**config.mk**
```make
export PLATFORM = sky130hd
export DESIGN_NAME = y_write_back
export DESIGN_NICKNAME = d
export VERILOG_FILES = /design/src/rtl/y_pkg.sv /design/src/rtl/y_wb_addr_map.sv /design/src/rtl/y_write_back.sv
export SDC_FILE = /design/constraint.sdc
export NUM_CORES = 1
export LEC_CHECK = 0
export ABC_AREA = 1
export CAP_MARGIN = 20
export CORE_AREA = 2 2 236 238
export DETAILED_ROUTE_END_ITERATION = 7
export DIE_AREA = 0 0 238 240
export SLEW_MARGIN = 10
export SYNTH_ARGS = -nofsm -noshare
export SYNTH_HDL_FRONTEND = slang
export SYNTH_HIERARCHICAL = 1
export SYNTH_SLANG_ARGS = --single-unit
```
**constraint.sdc**
```tcl
create_clock -name clock -period 2.2 [get_ports clock]
set_input_delay 0.55 -clock clock [delete_from_list [all_inputs] [get_ports clock]]
set_output_delay 0.55 -clock clock [all_outputs]
set_load 0.02 [all_outputs]
```
**src/rtl/y_pkg.sv**
```systemverilog
// Shared types and constants for the Y-matrix SRAM write-back path.
// Holds the word/slot geometry and the read-modify-write merge helper.
package y_pkg;

    localparam int ENTRY_W        = 48;
    localparam int SLOT_W         = 64;
    localparam int WORD_W         = 256;
    localparam int SLOTS_PER_WORD = 4;
    localparam int SLOT_IDX_W     = $clog2(SLOTS_PER_WORD);

    typedef enum logic [1:0] {
        IDLE = 2'd0,
        RD   = 2'd1,
        WAIT = 2'd2,
        WR   = 2'd3
    } wb_state_e;

    typedef logic [ENTRY_W-1:0]    entry_t;
    typedef logic [WORD_W-1:0]     word_t;
    typedef logic [SLOT_IDX_W-1:0] slot_t;

    // Replace one 64-bit slot with a zero-padded entry; the other slots pass through.
    function automatic word_t merge_slot(input word_t word, input slot_t slot, input entry_t val);
        word_t merged;
        merged = word;
        merged[slot*SLOT_W +: SLOT_W] = {{(SLOT_W-ENTRY_W){1'b0}}, val};
        return merged;
    endfunction

endpackage

```
**src/rtl/y_wb_addr_map.sv**
```systemverilog
// Combinational (row, col) -> SRAM word address / slot decoder with range check.
// Shared with the read-side address decoder so both agree on the memory map.
module y_wb_addr_map
    import y_pkg::*;
#(
    parameter int NROW   = 64,
    parameter int NCOL   = 64,
    parameter int ADDR_W = 11
) (
    input  logic [15:0]       row_i,
    input  logic [15:0]       col_i,
    output logic [ADDR_W-1:0] word_addr_o,
    output slot_t             slot_o,
    output logic              range_err_o
);

    localparam int WORDS_PER_ROW = NCOL / SLOTS_PER_WORD;

    assign word_addr_o = ADDR_W'(row_i) * ADDR_W'(WORDS_PER_ROW)
                       + ADDR_W'(col_i[15:SLOT_IDX_W]);
    assign slot_o      = col_i[SLOT_IDX_W-1:0];

    // Compare at full 16-bit width so large indices cannot alias into range.
    assign range_err_o = (32'(row_i) >= 32'(NROW)) || (32'(col_i) >= 32'(NCOL));

endmodule

```
**src/rtl/y_write_back.sv**
```systemverilog
// Y-matrix write-back: read-modify-write of one 64-bit slot in a 256-bit SRAM word.
// Optional YWB_COALESCE_EN keeps the last written word so same-word updates skip the read.
module y_write_back
    import y_pkg::*;
#(
    parameter int NROW   = 64,
    parameter int NCOL   = 64,
    parameter int ADDR_W = 11
) (
    input  logic              clock,
    input  logic              reset,
    input  logic              wb_valid,
    output logic              wb_ready,
    input  logic [15:0]       wb_row,
    input  logic [15:0]       wb_col,
    input  logic [47:0]       wb_yVal,
    input  logic              wb_last,
    output logic [ADDR_W-1:0] ysram_addr,
    output logic              ysram_re,
    input  logic [255:0]      ysram_rdata,
    output logic              ysram_we,
    output logic [255:0]      ysram_wdata,
    output logic              op_allDone,
    output logic              op_rangeErr
);

    wb_state_e         state_q;
    logic              ready_q;
    logic              re_q;
    logic              we_q;
    logic [ADDR_W-1:0] addr_q;
    word_t             wdata_q;
    logic              done_q;
    logic              err_q;

    logic [ADDR_W-1:0] req_addr_q;
    slot_t             req_slot_q;
    entry_t            req_val_q;
    logic              req_last_q;

    logic [ADDR_W-1:0] map_addr;
    slot_t             map_slot;
    logic              map_err;
    logic              accept;

    y_wb_addr_map #(
        .NROW   (NROW),
        .NCOL   (NCOL),
        .ADDR_W (ADDR_W)
    ) u_addr_map (
        .row_i       (wb_row),
        .col_i       (wb_col),
        .word_addr_o (map_addr),
        .slot_o      (map_slot),
        .range_err_o (map_err)
    );

    assign accept = wb_valid && ready_q;

`ifdef YWB_COALESCE_EN
    logic              buf_valid_q;
    logic [ADDR_W-1:0] buf_addr_q;
    logic              coalesce_hit;

    // wdata_q still holds the last written word, so it doubles as the buffer payload.
    assign coalesce_hit = buf_valid_q && (buf_addr_q == map_addr);
`endif

    // NOTE: all state uses non-blocking assignments so every register samples pre-edge values.
    always_ff @(posedge clock or negedge reset) begin
        if (!reset) begin
            state_q    <= IDLE;
            ready_q    <= 1'b1;
            re_q       <= 1'b0;
            we_q       <= 1'b0;
            addr_q     <= '0;
            wdata_q    <= '0;
            done_q     <= 1'b0;
            err_q      <= 1'b0;
            req_addr_q <= '0;
            req_slot_q <= '0;
            req_val_q  <= '0;
            req_last_q <= 1'b0;
`ifdef YWB_COALESCE_EN
            buf_valid_q <= 1'b0;
            buf_addr_q  <= '0;
`endif
        end else begin
            // Strobes, address and completion are single-cycle unless re-asserted below.
            re_q   <= 1'b0;
            we_q   <= 1'b0;
            addr_q <= '0;
            done_q <= 1'b0;

            unique case (state_q)
                IDLE: begin
                    if (accept) begin
                        if (map_err) begin
                            err_q  <= 1'b1;
                            done_q <= wb_last;
                        end else begin
                            req_addr_q <= map_addr;
                            req_slot_q <= map_slot;
                            req_val_q  <= wb_yVal;
                            req_last_q <= wb_last;
                            ready_q    <= 1'b0;
                            addr_q     <= map_addr;
`ifdef YWB_COALESCE_EN
                            if (coalesce_hit) begin
                                state_q <= WR;
                                we_q    <= 1'b1;
                                wdata_q <= merge_slot(wdata_q, map_slot, wb_yVal);
                            end else
`endif
                            begin
                                state_q <= RD;
                                re_q    <= 1'b1;
                            end
                        end
                    end
                end

                RD: begin
                    state_q <= WAIT;
                end

                WAIT: begin
                    state_q <= WR;
                    we_q    <= 1'b1;
                    addr_q  <= req_addr_q;
                    wdata_q <= merge_slot(ysram_rdata, req_slot_q, req_val_q);
                end

                WR: begin
                    state_q <= IDLE;
                    ready_q <= 1'b1;
                    done_q  <= req_last_q;
`ifdef YWB_COALESCE_EN
                    buf_valid_q <= 1'b1;
                    buf_addr_q  <= req_addr_q;
`endif
                end

                default: begin
                    state_q <= IDLE;
                    ready_q <= 1'b1;
                end
            endcase
        end
    end

    assign wb_ready    = ready_q;
    assign ysram_re    = re_q;
    assign ysram_we    = we_q;
    assign ysram_addr  = addr_q;
    assign ysram_wdata = wdata_q;
    assign op_allDone  = done_q;
    assign op_rangeErr = err_q;

    a_no_rd_wr_overlap: assert property (@(posedge clock) disable iff (!reset)
        !(ysram_re && ysram_we));

    a_addr_idle_zero: assert property (@(posedge clock) disable iff (!reset)
        (!ysram_re && !ysram_we) |-> (ysram_addr == '0));

    a_ready_only_idle: assert property (@(posedge clock) disable iff (!reset)
        wb_ready == (state_q == IDLE));

    a_range_sticky: assert property (@(posedge clock) disable iff (!reset)
        op_rangeErr |=> op_rangeErr);

endmodule

```
### After elaboration in Yosys (flattened, before gate mapping)

Index checks and enable logic that the tools add are counted.

* register bits: 336
* input port bits: 340
* output and inout port bits: 272
* logic and storage cells: 49

* add/sub/neg operators: 2
* $lt $le $gt $ge: 2
* equality and inequality tests: 5
* shift-type cells: 2
* muxes and demuxes: 17
* bitwise logic cells: 1
* reduce and logical (&&, ||, !) cells: 8

Operators by type and width (count)
* $bwmux 256: 1
* $shift 64x34->256 const A: 1
* $shiftx 64x34->256: 1
* $neg 8->34: 1
* $ge 16x7->1 const B: 2
* $mux 11: 2
* $pmux 11 s2: 1
* $add 11x11->11: 1
* $reduce_and 3->1: 3
* $mux 1: 8
* $pmux 2 s4: 1
* $eq 2x2->1 const B: 2
* $mux 2: 2
* $ne 2x2->1 const B: 2
* $pmux 1 s2: 2
* $eq 2x1->1 const B: 1
* $logic_not 2->1: 1
* $reduce_and 2->1: 1
* $reduce_bool 2->1: 1
* $logic_and 1x1->1: 1
* $logic_or 1x1->1: 1
* $not 1->1: 1

### Depth between registers and ports, before layout

Gate-level depths: netlist of the first run.

* depth in word-level cells: 5
* gate-level depth with buffers: 10
* gate-level depth less buffers: 10

### Cells and area by module

The synthesis of the first run kept the hierarchy.

By module, submodules not included
* y_write_back: instances 1, cells each 2041, area each 15651.3 µm², sequential area each 8409.3 µm²
* y_wb_addr_map: instances 1, cells each 74, area each 407.9 µm², sequential area each 0.0 µm²

### Worst setup path before layout of the first run

No wires, ideal clock.

* path type: reg2reg
* start: register req_slot_q[0]
* end: register wdata_q[195], in the netlist ysram_wdata[195]
* library setup time: 0.065 ns
* data arrival time: 1.872 ns
* required time: 2.135 ns
* slack: 0.263 ns
* cell stages (with the launch flop): 10
* path buffers: 2
* period minus slack after synthesis: 1.937 ns
* cells stage by stage: dfrtp_1 > inv_2 > clkbuf_1 > ha_1 > inv_2 > nand3_1 > nor2_2 > buf_2 > nand2_1 > nand2_1

* cells in the longest elaborated chain, start to end: 3
* elaborated cells on any way between the ends: 4
* those cells by class: 1 x add/sub; 2 x shift; 1 x mux

RTL lines
* start, declared: RTL line y_write_back.sv:37 `slot_t req_slot_q;`
* start signal, assigned: RTL line y_write_back.sv:103 `req_slot_q <= map_slot;`
* $neg 8->34 (*): RTL line y_pkg.sv:26 `merged[slot*SLOT_W +: SLOT_W] = {{(SLOT_W-ENTRY_W){1'b0}}, val};`
* $shiftx 64x34->256 or $shift 64x34->256 (tied branches): RTL line y_pkg.sv:26
* $bwmux 256 (*): RTL line y_pkg.sv:26
* end signal, assigned: RTL line y_write_back.sv:131 `wdata_q <= merge_slot(ysram_rdata, req_slot_q, req_val_q);`
* end, declared: RTL line y_write_back.sv:32 `word_t wdata_q;`

Mark *: on every way between the ends. The rest lies on a longest branch, timed or not.
A chain may end at the register's enable or synchronous reset.

### Worst setup path in the final report of the first run

* start: register wdata_q[21], in the netlist ysram_wdata[21]
* end: output port ysram_wdata[21]

RTL lines
* end, declared: RTL line y_write_back.sv:22 `output logic [255:0] ysram_wdata,`

No word-level cell between the ends.

==> flow_metrics.env, run 1 <==
export IMPL_tns_ps=0
export IMPL_avgRoutedWirePerCell_um=19.2
export IMPL_grt_use_met1=0.300
export IMPL_initialDrtViolationCount=1142
export IMPL_ys_ff_latch=336
export IMPL_hold_viol=0
export IMPL_grt_overflow=0
export IMPL_cp_max_fo=2
export IMPL_place_area_um2=23100
export IMPL_clk_latency_ps=570
export IMPL_slew_headroom=0.684
export IMPL_design_area_um2=24400
export IMPL_cts_root_buffer="clkbuf_16"
export IMPL_path_cells="clkdlybuf4s50_1"
export IMPL_floorplan_rows=86
export IMPL_cts_tree="yes"
export IMPL_grt_pass1_wl_um=97600
export IMPL_syn_num_nets=2470
export IMPL_min_path_type="in2async"
export IMPL_finalCritPeriodShare=0.977
export IMPL_crit_path_end_kind="output port"
export IMPL_die_height_um=240
export IMPL_finalMaxSlewViolations=0
export IMPL_r2r_start="req_slot_q[1]"
export IMPL_wirelength_um=65800
export IMPL_drc=0
export IMPL_htreeDepth=2
export IMPL_syn_area_per_cell_um2=7.59
export IMPL_busiest_layer="met2"
export IMPL_syn_to_final_growth_pct=51.9
export IMPL_start_kind="flop"
export IMPL_cp_arrival_ps=1600
export IMPL_required_ps=1650
export IMPL_grt_max_degree=93
export IMPL_finalCriticalPeriod_ps=2150
export IMPL_antenna_found_initial=11
export IMPL_fin_worst_skew_ps=28.4
export IMPL_reg2reg_depth=8
export IMPL_crit_end="ysram_wdata[21]"
export IMPL_slowest_delay_ps=670
export IMPL_cellLeakagePower_nw=12.3
export IMPL_grt_use_met3=0.0519
export IMPL_synth_area_leaders="dfrtp_1 (52%), nand2_1 (20%), nand3_1 (9.8%)"
export IMPL_vias_per_cell=4.63
export IMPL_fp_dieW_um=238
export IMPL_routabilityCongestion=0.899
export IMPL_clkSinkCount=336
export IMPL_cts_buffers=39
export IMPL_ant_nets=0
export IMPL_peakVddDrop_uv=508
export IMPL_core_um2=54700
export IMPL_cp_num_cells=1
export IMPL_initial_core_util=0.294
export IMPL_cts_setup_buffers=0
export IMPL_worstMarginPinSlew_ps=474
export IMPL_use_met2=0.355
export IMPL_setup_viol=0
export IMPL_layout_drive_gt1_share=0.0518
export IMPL_drv_cap=0
export IMPL_critical_path_startpoint="ysram_wdata[21]"
export IMPL_crit_type="reg2out"
export IMPL_worst_setup_hold_path_clk_slew_ps=60
export IMPL_r2r_end="ysram_wdata[105]"
export IMPL_power_density_nw_per_um2=1290
export IMPL_synthDistinctLibCells=26
export IMPL_via_count=15900
export IMPL_syn_area_um2=16100
export IMPL_grt_pass1_vias=15800
export IMPL_clk_path_buf_depth=3
export IMPL_power_mw=31.4
export IMPL_max_freq_mhz=465
export IMPL_seq_area_frac_synth=0.524
export IMPL_ios=612
export IMPL_ys_warn_count=6
export IMPL_yosysTopAreaCellShare=0.522
export IMPL_synth_top_area_cell="dfrtp_1"
export IMPL_cpLargestDelayFamily="buffers and inverters"
export IMPL_nNetsFinal=3044
export IMPL_netlist_instances=2115
export IMPL_path_buf_inv=1
export IMPL_status="completed"
export IMPL_drtPass1Iterations=6
export IMPL_slowest_stage="clkdlybuf4s50_1"
export IMPL_io_buffers=611
export IMPL_die_area_um2=57100
export IMPL_grt_usage=0.225
export IMPL_ff2ff_setup_slack_ps=200
export IMPL_dpl_hpwl_um=49400
[layout by cell type (no fill, tap or decap), drive strengths merged]
cell type	synthesis	final
nand2	859	859
clkdlybuf4s50	0	591
dfrtp	335	335
nand3	318	318
inv	216	218
nor2	133	133
o21ai	57	57
clkbuf	43	57
buf	86	51
o21bai	24	24
nand4	14	14
ha	14	14
dlygate4sd2	0	13
diode	0	9
a21oi	9	9
clkinv	0	8
dlymetal6s2s	0	6
clkinvlp	0	3
xnor2	3	3
bufinv	0	2
nor3	1	1
or2	1	1
dlygate4sd3	0	1
fa	1	1
dfstp	1	1
[stage by stage]
stage,hold slack [ps],std cells,util,setup WS (ps)
3_5_place_dp,437,3351,0.422,-193
3_3_place_gp,437,3351,0.422,-88.5
4_1_cts,425,3424,0.445,1.34
2_1_floorplan,254,2115,-,263
5_1_grt,438,3430,0.446,-9.57
6_report,449,3433,0.446,51.4
[state kept, by name, indices dropped and copies added, names as in the netlist]
register	cells
wb_ready	1
state_q	2
ysram_addr	11
req_addr_q	11
ysram_we	1
ysram_re	1
req_val_q	48
op_allDone	1
req_slot_q	2
op_rangeErr	1
req_last_q	1
ysram_wdata	256
[area by class of cell]
| type | count | area [µm²] |
|---|---|---|
| Multi-Input combinational cell | 1434 | 6230 |
| Inverter | 216 | 821 |
| Clock inverter | 15 | 151 |
| Tap cell | 704 | 881 |
| Clock buffer | 57 | 1140 |
| Antenna cell | 9 | 22.5 |
| Timing Repair Buffer | 662 | 6730 |
| Fill cell | 5402 | 30300 |
| Sequential cell | 336 | 8410 |
[logic make-up after synthesis]
logic type	Yosys count	share of synthesized area
xor gates and xnor gates	3	0.00164
adders and majority gates	15	0.0122
buffers and inverters	345	0.0904
AOI/OAI and AO/OA	90	0.0318
and+or+nand+nor	1326	0.340
DFF	336	0.524
[report_power, final]
| part | internal, mW | switching, mW | leakage (nW) |
|---|---|---|---|
| combinational | 6.45 | 8.63 | 7.65 |
| sequential | 8.40 | 1.28 | 4.01 |
| clock | 3.87 | 2.73 | 0.633 |
| total | 18.7 | 12.6 | 12.3 |
[synthesized netlist by cell type]
cell type	number
nand2_2	5
nor2_1	127
nor3_2	1
buf_2	53
nand4_1	14
nand3_1	316
nand2_1	854
o21bai_1	24
dfstp_2	1
nand3_2	2
inv_2	8
fa_1	1
buf_6	4
clkbuf_1	43
nor2_2	4
or2_2	1
inv_1	208
nor2_4	2
xnor2_1	3
a21oi_1	9
o21ai_1	3
o21ai_0	54
buf_1	13
dfrtp_1	335
ha_1	14
buf_4	16
[worst min path at each step]
stage,slack [ps],from,endpoint,cells past startpoint
global route,440,reset,ysram_wdata[15],2
global placement,440,reset,ysram_wdata[76],1
finish,450,reset,ysram_wdata[15],2
floorplan,250,reset,op_allDone,0
detailed placement,440,reset,ysram_wdata[86],1
CTS,420,reset,ysram_wdata[15],2
[routing by layer]
metal	vias to the layer above	share of wire
met5	-	0.0010
met3	122	0.063
li1	7691	-
met2	520	0.47
met4	10	0.034
met1	7543	0.44
[what timing repair did]
item | 4_1_cts | 5_1_grt
hold buffers | 1 | 0
endpoints found under the setup margin | 13 | 9
gates resized for setup | 13 | 9
endpoints found under the hold margin | 17 | 0
Power figures use the tool's default switching activity.
==> run 2: changes to the inputs <==
SLEW_MARGIN = default   (was 10)
==> results of run 2 <==
Same layout as run 1: the final DEF is identical, and so are final timing and power.
==> run 3: changes to the inputs <==
ABC_CLOCK_PERIOD_IN_PS = 2200   (was default)
SETUP_SLACK_MARGIN = 0.5   (was default)
==> flow_metrics.env, run 3 (same netlist as run 1, synthesis figures left out) <==
export IMPL_largest_reg_flops=256
export IMPL_grt_pass1_wl_um=97800
export IMPL_path_cells="buf_6"
export IMPL_setup_viol=0
export IMPL_slowest_delay_ps=590
export IMPL_rsz0062_at_grt="yes"
export IMPL_worst_setup_hold_path_clk_slew_ps=60
export IMPL_peakVddDrop_uv=645
export IMPL_worstMarginPinSlew_ps=453
export IMPL_wirelength_um=74400
export IMPL_busiest_layer="met2"
export IMPL_power_density_nw_per_um2=1270
export IMPL_layout_drive_gt1_share=0.221
export IMPL_finalCritPeriodShare=0.838
export IMPL_slew_headroom=0.698
export IMPL_dp_slack_ps=-163
export IMPL_fill_cells=5392
export IMPL_initial_core_util=0.294
export IMPL_max_freq_mhz=542
export IMPL_clk_latency_ps=570
export IMPL_fin_worst_skew_ps=21.2
export IMPL_vias_per_cell=4.79
export IMPL_clkSinkCount=336
export IMPL_setup_ws_ps=357
export IMPL_min_path_type="in2reg"
export IMPL_cpLargestDelayFamily="flip-flops"
export IMPL_placedCellCount=3357
export IMPL_routabilityCongestion=0.928
export IMPL_multi_input_area_um2=6730
export IMPL_r2r_start="req_slot_q[0]"
export IMPL_crit_end="wb_ready"
export IMPL_grt_use_met3=0.0476
export IMPL_nNetsFinal=3144
export IMPL_drv_cap=0
export IMPL_via_count=16900
export IMPL_crit_type="reg2out"
export IMPL_grt_overflow=0
export IMPL_cts_buffers=42
export IMPL_cp_num_cells=1
export IMPL_finalCriticalPeriod_ps=1840
export IMPL_finalMaxSlewViolations=0
export IMPL_cellLeakagePower_nw=13.7
export IMPL_use_met2=0.352
export IMPL_cts_root_buffer="clkbuf_16"
export IMPL_path_buf_inv=1
export IMPL_grt_usage=0.225
export IMPL_die_height_um=240
export IMPL_avgRoutedWirePerCell_um=21.0
export IMPL_status="completed"
export IMPL_cp_max_fo=4
export IMPL_reg2reg_depth=10
export IMPL_grt_use_met1=0.300
export IMPL_drc=0
export IMPL_ff_latch_area_um2=8410
export IMPL_critical_path_startpoint="wb_ready"
export IMPL_ios=612
export IMPL_floorplan_rows=86
export IMPL_final_cell_mix="nand2_1 (765), dfrtp_1 (335), clkdlybuf4s50_1 (322), nand3_1 (315), inv_1 (201)"
export IMPL_die_area_um2=57100
export IMPL_required_ps=1650
export IMPL_layout_commonest_cell="nand2_1"
export IMPL_htreeDepth=2
export IMPL_cp_arrival_ps=1290
export IMPL_io_buffers=611
export IMPL_final_cells=3539
export IMPL_hold_viol=0
export IMPL_slowest_stage="dfstp_2"
export IMPL_ff2ff_setup_slack_ps=450
export IMPL_fp_dieW_um=238
export IMPL_initialDrtViolationCount=1237
export IMPL_syn_to_final_growth_pct=61.1
export IMPL_ant_nets=0
export IMPL_grt_pass1_vias=15900
export IMPL_clk_path_buf_depth=3
export IMPL_cts_tree="yes"
export IMPL_crit_path_end_kind="output port"
export IMPL_start_kind="flop"
export IMPL_grt_max_degree=104
export IMPL_drtPass1Iterations=8
export IMPL_r2r_end="ysram_wdata[13]"
export IMPL_core_um2=54700
export IMPL_dpl_hpwl_um=49300
export IMPL_antenna_found_initial=22
run 3: what timing repair did:
item,CTS,global route
hold endpoints to repair,31,0
resized for setup,1012,519
buffers inserted,10,42
pin swaps,0,64
hold buffers,1,0
gates cloned,0,39
endpoints found under the setup margin,533,497
run 3: per-stage QoR:
stage	TNS, ps	area, µm²	hold slack, ps	power, mW	utilization
final	0	25900	399	32.9	0.473
after global routing	0	25900	405	34.7	0.473
after CTS	0	24100	474	31.2	0.441
after detailed placement	-8060	23100	458	25.1	0.423
after global placement	-6330	23100	461	24.9	0.423
after floorplan	0	16100	254	17.6	-
run 3: power by group:
group	internal, mW	switching (mW)
Clock	4.16	2.81
Combinational	6.59	9.51
Sequential	8.40	1.44
run 3: worst min-delay path by stage:
stage                  from             to  slack, ps  depth (start not counted)
6_report          wb_col[6]  req_addr_q[4]        400                          4
5_1_grt           wb_col[6]  req_addr_q[4]        410                          4
4_1_cts         op_rangeErr    op_rangeErr        470                          1
3_5_place_dp    op_rangeErr    op_rangeErr        460                          1
3_3_place_gp   req_val_q[0]   req_val_q[0]        460                          2
2_1_floorplan         reset     op_allDone        250                          0
run 3: final cells by class:
cell class	count	share of cell area
inverter	216	0.0331
tap	704	0.0340
clock buffer	64	0.0485
timing repair inverter	1	0.000290
multi-input combinational	1434	0.260
antenna	17	0.00164
timing repair buffer	758	0.292
sequential	336	0.325
clock inverter	9	0.00479
run 3: routing by layer:
layer | vias to the layer above | share of wire
li1 | 7896 | -
met1 | 8187 | 0.42
met4 | 8 | 0.042
met5 | - | 0.00077
met2 | 686 | 0.47
met3 | 166 | 0.067
